### src/rtl/bnn_inference_scheduler_pkg.sv
// Shared scheduler definitions: FSM state type and class-index sizing.
// Also imported by system_controller.
package bnn_pkg;

    localparam int unsigned CLASS_W         = 4;
    localparam int unsigned BNN_NUM_CLASSES = 10;

    typedef enum logic [2:0] {
        IDLE,
        L_START,
        L_WAIT,
        SCORES,
        RESULT,
        ERROR
    } sched_state_t;

endpackage

### src/rtl/bnn_inference_scheduler_if.sv
// Handshake bundle between the scheduler, the system controller and the compute engine.
// master = scheduler side, slave = controller/engine side.
interface bnn_inference_scheduler_if
#(
    parameter int unsigned LIDX_W  = 2,
    parameter int unsigned SCORE_W = 8
) ();
    import bnn_pkg::*;

    logic                      start;
    logic                      abort;
    logic                      busy;
    logic                      layer_start;
    logic [LIDX_W-1:0]         layer_idx;
    logic                      layer_done;
    logic                      score_valid;
    logic signed [SCORE_W-1:0] score_data;
    logic                      score_last;
    logic [CLASS_W-1:0]        result_out;
    logic                      result_ready;
    logic                      result_ack;
    logic                      error;

    modport master (
        input  start, abort, layer_done, score_valid, score_data, score_last, result_ack,
        output busy, layer_start, layer_idx, result_out, result_ready, error
    );

    modport slave (
        output start, abort, layer_done, score_valid, score_data, score_last, result_ack,
        input  busy, layer_start, layer_idx, result_out, result_ready, error
    );

endinterface

### src/rtl/bnn_inference_scheduler_argmax.sv
// Streaming signed max/argmax over class scores; ties keep the lowest index.
// o_idx_nxt exposes the winner including the current beat so the last beat can be reported.
module bnn_argmax
    import bnn_pkg::*;
#(
    parameter int unsigned SCORE_W     = 8,
    parameter int unsigned NUM_CLASSES = BNN_NUM_CLASSES,
    parameter int unsigned CNT_W       = $clog2(NUM_CLASSES + 2)
) (
    input  logic                      clk,
    input  logic                      rst,
    input  logic                      i_clear,
    input  logic                      i_valid,
    input  logic signed [SCORE_W-1:0] i_data,
    output logic [CLASS_W-1:0]        o_idx,
    output logic [CLASS_W-1:0]        o_idx_nxt,
    output logic [CNT_W-1:0]          o_count
);

    logic signed [SCORE_W-1:0] r_max;
    logic [CLASS_W-1:0]        r_idx;
    logic [CNT_W-1:0]          r_count;
    logic                      w_take;

    always_comb begin
        w_take    = (r_count == '0) || (i_data > r_max);
        o_idx_nxt = w_take ? CLASS_W'(r_count) : r_idx;
    end

    always_ff @(posedge clk) begin
        if (rst || i_clear) begin
            r_max   <= '0;
            r_idx   <= '0;
            r_count <= '0;
        end else if (i_valid) begin
            r_count <= r_count + CNT_W'(1);
            if (w_take) begin
                r_max <= i_data;
                r_idx <= CLASS_W'(r_count);
            end
        end
    end

    assign o_idx   = r_idx;
    assign o_count = r_count;

endmodule

### src/rtl/bnn_inference_scheduler.sv
// Per-image BNN inference sequencer: steps the engine through NUM_LAYERS layers,
// reduces streamed class scores to an argmax digit, latches watchdog/protocol errors.
module bnn_inference_scheduler
    import bnn_pkg::*;
#(
    parameter int unsigned NUM_LAYERS     = 3,
    parameter int unsigned NUM_CLASSES    = BNN_NUM_CLASSES,
    parameter int unsigned SCORE_W        = 8,
    parameter int unsigned TIMEOUT_CYCLES = 65535
) (
    input  logic                       clk,
    input  logic                       rst,
    bnn_inference_scheduler_if.master  bus
);

    localparam int unsigned LIDX_W = (NUM_LAYERS > 1) ? $clog2(NUM_LAYERS) : 1;
    localparam int unsigned WD_W   = (TIMEOUT_CYCLES > 1) ? $clog2(TIMEOUT_CYCLES) : 1;
    localparam int unsigned CNT_W  = $clog2(NUM_CLASSES + 2);
    localparam logic [LIDX_W-1:0] LAST_LAYER = LIDX_W'(NUM_LAYERS - 1);
    localparam logic [WD_W-1:0]   WD_MAX     = WD_W'(TIMEOUT_CYCLES - 1);
    localparam logic [CNT_W-1:0]  CNT_LAST   = CNT_W'(NUM_CLASSES - 1);
    localparam logic [CNT_W-1:0]  CNT_FULL   = CNT_W'(NUM_CLASSES);

    sched_state_t        r_state;
    logic                r_busy;
    logic                r_layer_start;
    logic [LIDX_W-1:0]   r_layer_idx;
    logic [CLASS_W-1:0]  r_result_out;
    logic                r_result_ready;
    logic                r_error;
    logic [WD_W-1:0]     r_wd;

    logic                w_beat;
    logic                w_clear;
    logic [CLASS_W-1:0]  w_idx;
    logic [CLASS_W-1:0]  w_idx_nxt;
    logic [CNT_W-1:0]    w_count;

    assign w_beat  = (r_state == SCORES) && bus.score_valid;
    assign w_clear = (r_state != SCORES) || bus.abort;

    bnn_argmax #(
        .SCORE_W     (SCORE_W),
        .NUM_CLASSES (NUM_CLASSES),
        .CNT_W       (CNT_W)
    ) u_argmax (
        .clk       (clk),
        .rst       (rst),
        .i_clear   (w_clear),
        .i_valid   (w_beat),
        .i_data    (bus.score_data),
        .o_idx     (w_idx),
        .o_idx_nxt (w_idx_nxt),
        .o_count   (w_count)
    );

    always_ff @(posedge clk) begin
        if (rst) begin
            r_state        <= IDLE;
            r_busy         <= 1'b0;
            r_layer_start  <= 1'b0;
            r_layer_idx    <= '0;
            r_result_out   <= '0;
            r_result_ready <= 1'b0;
            r_error        <= 1'b0;
            r_wd           <= '0;
        end else if (bus.abort) begin
            r_state        <= IDLE;
            r_busy         <= 1'b0;
            r_layer_start  <= 1'b0;
            r_layer_idx    <= '0;
            r_result_ready <= 1'b0;
            r_error        <= 1'b0;
            r_wd           <= '0;
        end else begin
            r_layer_start <= 1'b0;
            case (r_state)
                IDLE: if (bus.start) begin
                    r_state       <= L_START;
                    r_busy        <= 1'b1;
                    r_layer_start <= 1'b1;
                    r_layer_idx   <= '0;
                    r_wd          <= '0;
                end
                L_START: begin
                    r_state <= L_WAIT;
                    r_wd    <= '0;
                end
                L_WAIT: begin
                    // progress on the expiry cycle takes precedence over the timeout
                    if (bus.layer_done) begin
                        r_wd <= '0;
                        if (r_layer_idx == LAST_LAYER) begin
                            r_state <= SCORES;
                        end else begin
                            r_layer_idx   <= r_layer_idx + LIDX_W'(1);
                            r_layer_start <= 1'b1;
                            r_state       <= L_START;
                        end
                    end else if (r_wd == WD_MAX) begin
                        r_state <= ERROR;
                        r_error <= 1'b1;
                    end else begin
                        r_wd <= r_wd + WD_W'(1);
                    end
                end
                SCORES: begin
                    if (bus.score_valid) begin
                        r_wd <= '0;
                        if (bus.score_last && w_count == CNT_LAST) begin
                            r_result_out   <= w_idx_nxt;
                            r_result_ready <= 1'b1;
                            r_state        <= RESULT;
                        end else if (bus.score_last || w_count == CNT_FULL) begin
                            r_state <= ERROR;
                            r_error <= 1'b1;
                        end
                    end else if (r_wd == WD_MAX) begin
                        r_state <= ERROR;
                        r_error <= 1'b1;
                    end else begin
                        r_wd <= r_wd + WD_W'(1);
                    end
                end
                RESULT: if (bus.result_ack) begin
                    r_result_ready <= 1'b0;
                    r_busy         <= 1'b0;
                    r_state        <= IDLE;
                end
                ERROR: ;
                default: r_state <= IDLE;
            endcase
        end
    end

    assign bus.busy         = r_busy;
    assign bus.layer_start  = r_layer_start;
    assign bus.layer_idx    = r_layer_idx;
    assign bus.result_out   = r_result_out;
    assign bus.result_ready = r_result_ready;
    assign bus.error        = r_error;

    logic w_unused;
    assign w_unused = ^w_idx;

endmodule

### src/flat_wrapper.sv
// flat-port wrapper written by rule: the top's interface ports become plain ports
module bnn_inference_scheduler_flat import bnn_pkg::*;
#(
    parameter int unsigned NUM_LAYERS     = 3,
    parameter int unsigned NUM_CLASSES    = BNN_NUM_CLASSES,
    parameter int unsigned SCORE_W        = 8,
    parameter int unsigned TIMEOUT_CYCLES = 65535
)
  (clk, rst, bus_start, bus_abort, bus_layer_done, bus_score_valid, bus_score_data, bus_score_last, bus_result_ack, bus_busy, bus_layer_start, bus_layer_idx, bus_result_out, bus_result_ready, bus_error);
  bnn_inference_scheduler_if #(.LIDX_W(2), .SCORE_W(SCORE_W)) bus_i ();
  input  logic clk;
  input  logic rst;
  input wire logic [$bits(bus_i.start)-1:0] bus_start;
  input wire logic [$bits(bus_i.abort)-1:0] bus_abort;
  input wire logic [$bits(bus_i.layer_done)-1:0] bus_layer_done;
  input wire logic [$bits(bus_i.score_valid)-1:0] bus_score_valid;
  input wire logic [$bits(bus_i.score_data)-1:0] bus_score_data;
  input wire logic [$bits(bus_i.score_last)-1:0] bus_score_last;
  input wire logic [$bits(bus_i.result_ack)-1:0] bus_result_ack;
  output wire logic [$bits(bus_i.busy)-1:0] bus_busy;
  output wire logic [$bits(bus_i.layer_start)-1:0] bus_layer_start;
  output wire logic [$bits(bus_i.layer_idx)-1:0] bus_layer_idx;
  output wire logic [$bits(bus_i.result_out)-1:0] bus_result_out;
  output wire logic [$bits(bus_i.result_ready)-1:0] bus_result_ready;
  output wire logic [$bits(bus_i.error)-1:0] bus_error;
  assign bus_i.start = bus_start;
  assign bus_i.abort = bus_abort;
  assign bus_i.layer_done = bus_layer_done;
  assign bus_i.score_valid = bus_score_valid;
  assign bus_i.score_data = bus_score_data;
  assign bus_i.score_last = bus_score_last;
  assign bus_i.result_ack = bus_result_ack;
  assign bus_busy = bus_i.busy;
  assign bus_layer_start = bus_i.layer_start;
  assign bus_layer_idx = bus_i.layer_idx;
  assign bus_result_out = bus_i.result_out;
  assign bus_result_ready = bus_i.result_ready;
  assign bus_error = bus_i.error;
  bnn_inference_scheduler #(.NUM_LAYERS(NUM_LAYERS), .NUM_CLASSES(NUM_CLASSES), .SCORE_W(SCORE_W), .TIMEOUT_CYCLES(TIMEOUT_CYCLES)) u_core (.clk(clk), .rst(rst), .bus(bus_i));
endmodule
### config.mk
export PLATFORM = sky130hd
export DESIGN_NAME = bnn_inference_scheduler_flat
export DESIGN_NICKNAME = d
export VERILOG_FILES = /design/src/rtl/bnn_inference_scheduler_pkg.sv /design/src/rtl/bnn_inference_scheduler_if.sv /design/src/rtl/bnn_inference_scheduler_argmax.sv /design/src/rtl/bnn_inference_scheduler.sv /design/src/flat_wrapper.sv
export SDC_FILE = /design/constraint.sdc
export NUM_CORES = 1
export LEC_CHECK = 0
export ABC_AREA = 1
export CORE_MARGIN = 4
export CORE_UTILIZATION = 57
export CTS_CLUSTER_SIZE = 20
export DETAILED_ROUTE_END_ITERATION = 10
export PLACE_DENSITY = 0.81
export SETUP_SLACK_MARGIN = 0.2
export SKIP_LAST_GASP = 1
export SYNTH_ARGS = -nofsm -noshare
export SYNTH_HDL_FRONTEND = slang
export SYNTH_SLANG_ARGS = --single-unit
### constraint.sdc
create_clock -name clk -period 2.2 [get_ports clk]
set_input_delay 0.44 -clock clk [delete_from_list [all_inputs] [get_ports clk]]
set_output_delay 0.44 -clock clk [all_outputs]
set_load 0.1 [all_outputs]
==> metrics <==
post-synth top area cell=dfxtp_1; DR pass1 iterations=5; Clock Skew=roughly 0.0073 ns; largest net degree at the start of global routing=20; Starting DRT DRC Count=around 160; Power Dens Cells=just under 500 mW/mm2; wire length on met3=293 um; Placed Area=0.00295 mm2; R2R setup slack=slightly below 0.4 ns; Synth Warn #=0; HPWL after DPL=4170 um; Die Area=0.00576 mm2; Top Layer Used=met4; worst skew pair latency=approximately 0.31 ns; fmax=around 520 MHz; multi-input logic area=around 0.0015 mm2; grt total ovfl=0; Syn Inst Count=about 360; CTS H-tree depth=2; CP Class=in -> reg; share of cells above drive strength 1=0.186; global-route wire length before repair=around 9300 um; FILL cells=351; vias in the first global route=2137; initial core utilization=0.595; post-CTS setup buffers=0; final period utilization=0.875; worst slack at placement=-0.0831 ns; total track usage=0.208; via count=2435; max_cap viols=0; fin. max-slew vios=0; Synth Flop Type=dfxtp_1; wl on met1=about 2700 um; Post-Syn Area per Cell=between 7 and 8 um2; Yosys reg bits=45; gpl congestion=between 0.8 and 0.9; Die Y=75.9 um; DR WL met2=~2700 um; Row Count=24; Final Hold Fails=0; Slew headroom=0.701; RSZ-0062 raised after global routing=false; share of flip-flops with an asynchronous set or reset=0; Critical Path Source Type=primary input; IO Port Bufs=25; maximum root-to-sink buffer count=2; mapped cell area=approximately 0.0026 mm2; final WL=roughly 5800 um; ranking of synthesized cells by area=dfxtp_1 (34%), nand2_1 (11%), ha_1 (7.1%), inv_1 (6.9%), nand3_1 (6.5%); post-DR wirelength/cell=12.9 um; commonest non-fill, non-tap cell in the layout=nand2_1; Worst Path Required=2.40 ns; Worst Tran Pin Value=0.448 ns; Final Setup Violations=0; initial antenna violation count=0; total CTS buffers=5; clock root buffer=clkbuf_8; vias per cell=~5.4; clk slew on worst S/H paths=0.09 ns; min Tclk post-route=roughly 1.9 ns; ANT nets after route=0; Post-layout nets=roughly 430; DR DRC count=0; Core ar.=0.00441 mm2; chip width=between 70 and 80 um; status=finished, final reports clean; post-synthesis sequential area ratio=0.343; HP Class=in -> reg; CP max FO=6; clk sinks=45; peak supply drop=a little over 400 uV; IO Pins=26; number of library cell types mapped by synthesis=39; syn nets=about 390; Post-synth EDFFs=0; Static Leak=roughly 1.3 nW; post-synth top area share=0.343; worst hold slack=0.442 ns; Register Area=around 900 um2; post-route cell area=~0.0031 mm2; Antenna Cells=0; CTS tree=built; most frequent cells in the layout=nand2_1 (76), inv_1 (48), dfxtp_1 (45); Synth-to-Final Area Change=19.2%; element type at the critical path end=flip-flop; CP arrival=2.13 ns; post-route worst setup slack=roughly 0.28 ns
==> critical path, stage by stage <==
cell,delay [ns]
clkdlybuf4s50_1,0.43
ha_1,0.29
nand2_1,0.07
nor2_2,0.14
nand2_2,0.09
nand2_1,0.07
nand2_1,0.06
nand3_2,0.10
nand2_4,0.10
buf_6,0.16
a21oi_1,0.13
nor2_1,0.05
==> cells by family after synthesis <==
group	after synthesis	synth area share
AO/OA/AOI/OAI	72	0.171
adder cells (fa/ha/maj)	15	0.0715
buffers and inverters	61	0.0943
flip-flops	45	0.343
AND/OR/NAND/NOR	168	0.320
==> per-layer routing <==
layer / global-route usage / vias up
met1: 0.278 / 1102
met3: 0.0422 / 9
met2: 0.336 / 64
met4: 0.0660 / 0
met5: 0 / -
li1: - / 1260
==> state kept, by name (all words and copies together) (netlist names) <==
name                     count
u_core.u_argmax.r_max        8
u_core.bus.error             1
u_core.bus.result_ready      1
u_core.u_argmax.o_idx        4
u_core.bus.busy              1
u_core.u_argmax.o_count      4
u_core.bus.result_out        4
u_core.bus.layer_start       1
u_core.r_state               3
u_core.bus.layer_idx         2
u_core.r_wd                 16
==> layout make-up <==
class                           instances  area share
Multi-Input combinational cell        255       0.494
Sequential cell                        45       0.288
Timing Repair Buffer                   35       0.104
Inverter                               55      0.0660
Clock buffer                            7      0.0276
Tap cell                               52      0.0208
==> worst paths after layout <==
path	startpoint	end	cells after the start
max	bus_score_data[4]	u_core.u_argmax.o_idx[0]	12
min	bus_score_data[0]	u_core.u_argmax.r_max[0]	3
max reg2reg	u_core.u_argmax.r_max[1]	u_core.u_argmax.o_idx[3]	14
min reg2reg	u_core.bus.error	u_core.bus.error	2
==> synth_stat cells, drive strengths merged, types with 4 or more instances <==
master  instances
nand2          82
inv            55
dfxtp          45
a21oi          37
nand3          36
nor2           34
o21ai          21
ha             15
nand4           5
nor3            5
buf             4
o21a            4
==> through the flow <==
| stage | TNS, ns | cells | power [W] | util |
|---|---|---|---|---|
| finish | 0 | 449 | 0.00155 | 0.709 |
| global route | 0 | 449 | 0.00159 | 0.709 |
| CTS | 0 | 449 | 0.00155 | 0.688 |
| detailed placement | -0.800 | 442 | 0.00102 | 0.668 |
| global placement | -0.228 | 442 | 0.00102 | 0.668 |
| floorplan | 0 | 361 | 0.000956 | - |
==> power breakdown <==
group,switching [W],internal (W)
logic,0.000113,0.0000716
clock network,0.000288,0.000250
registers,0.00000574,0.000820
==> timing repair <==
action / in CTS / in global routing
setup endpoints to repair: 0 / 15
hold buffers: 0 / 0
gates resized for setup: 0 / 21
endpoints found under the hold margin: 0 / 0
(Power assumes the default switching activity.)
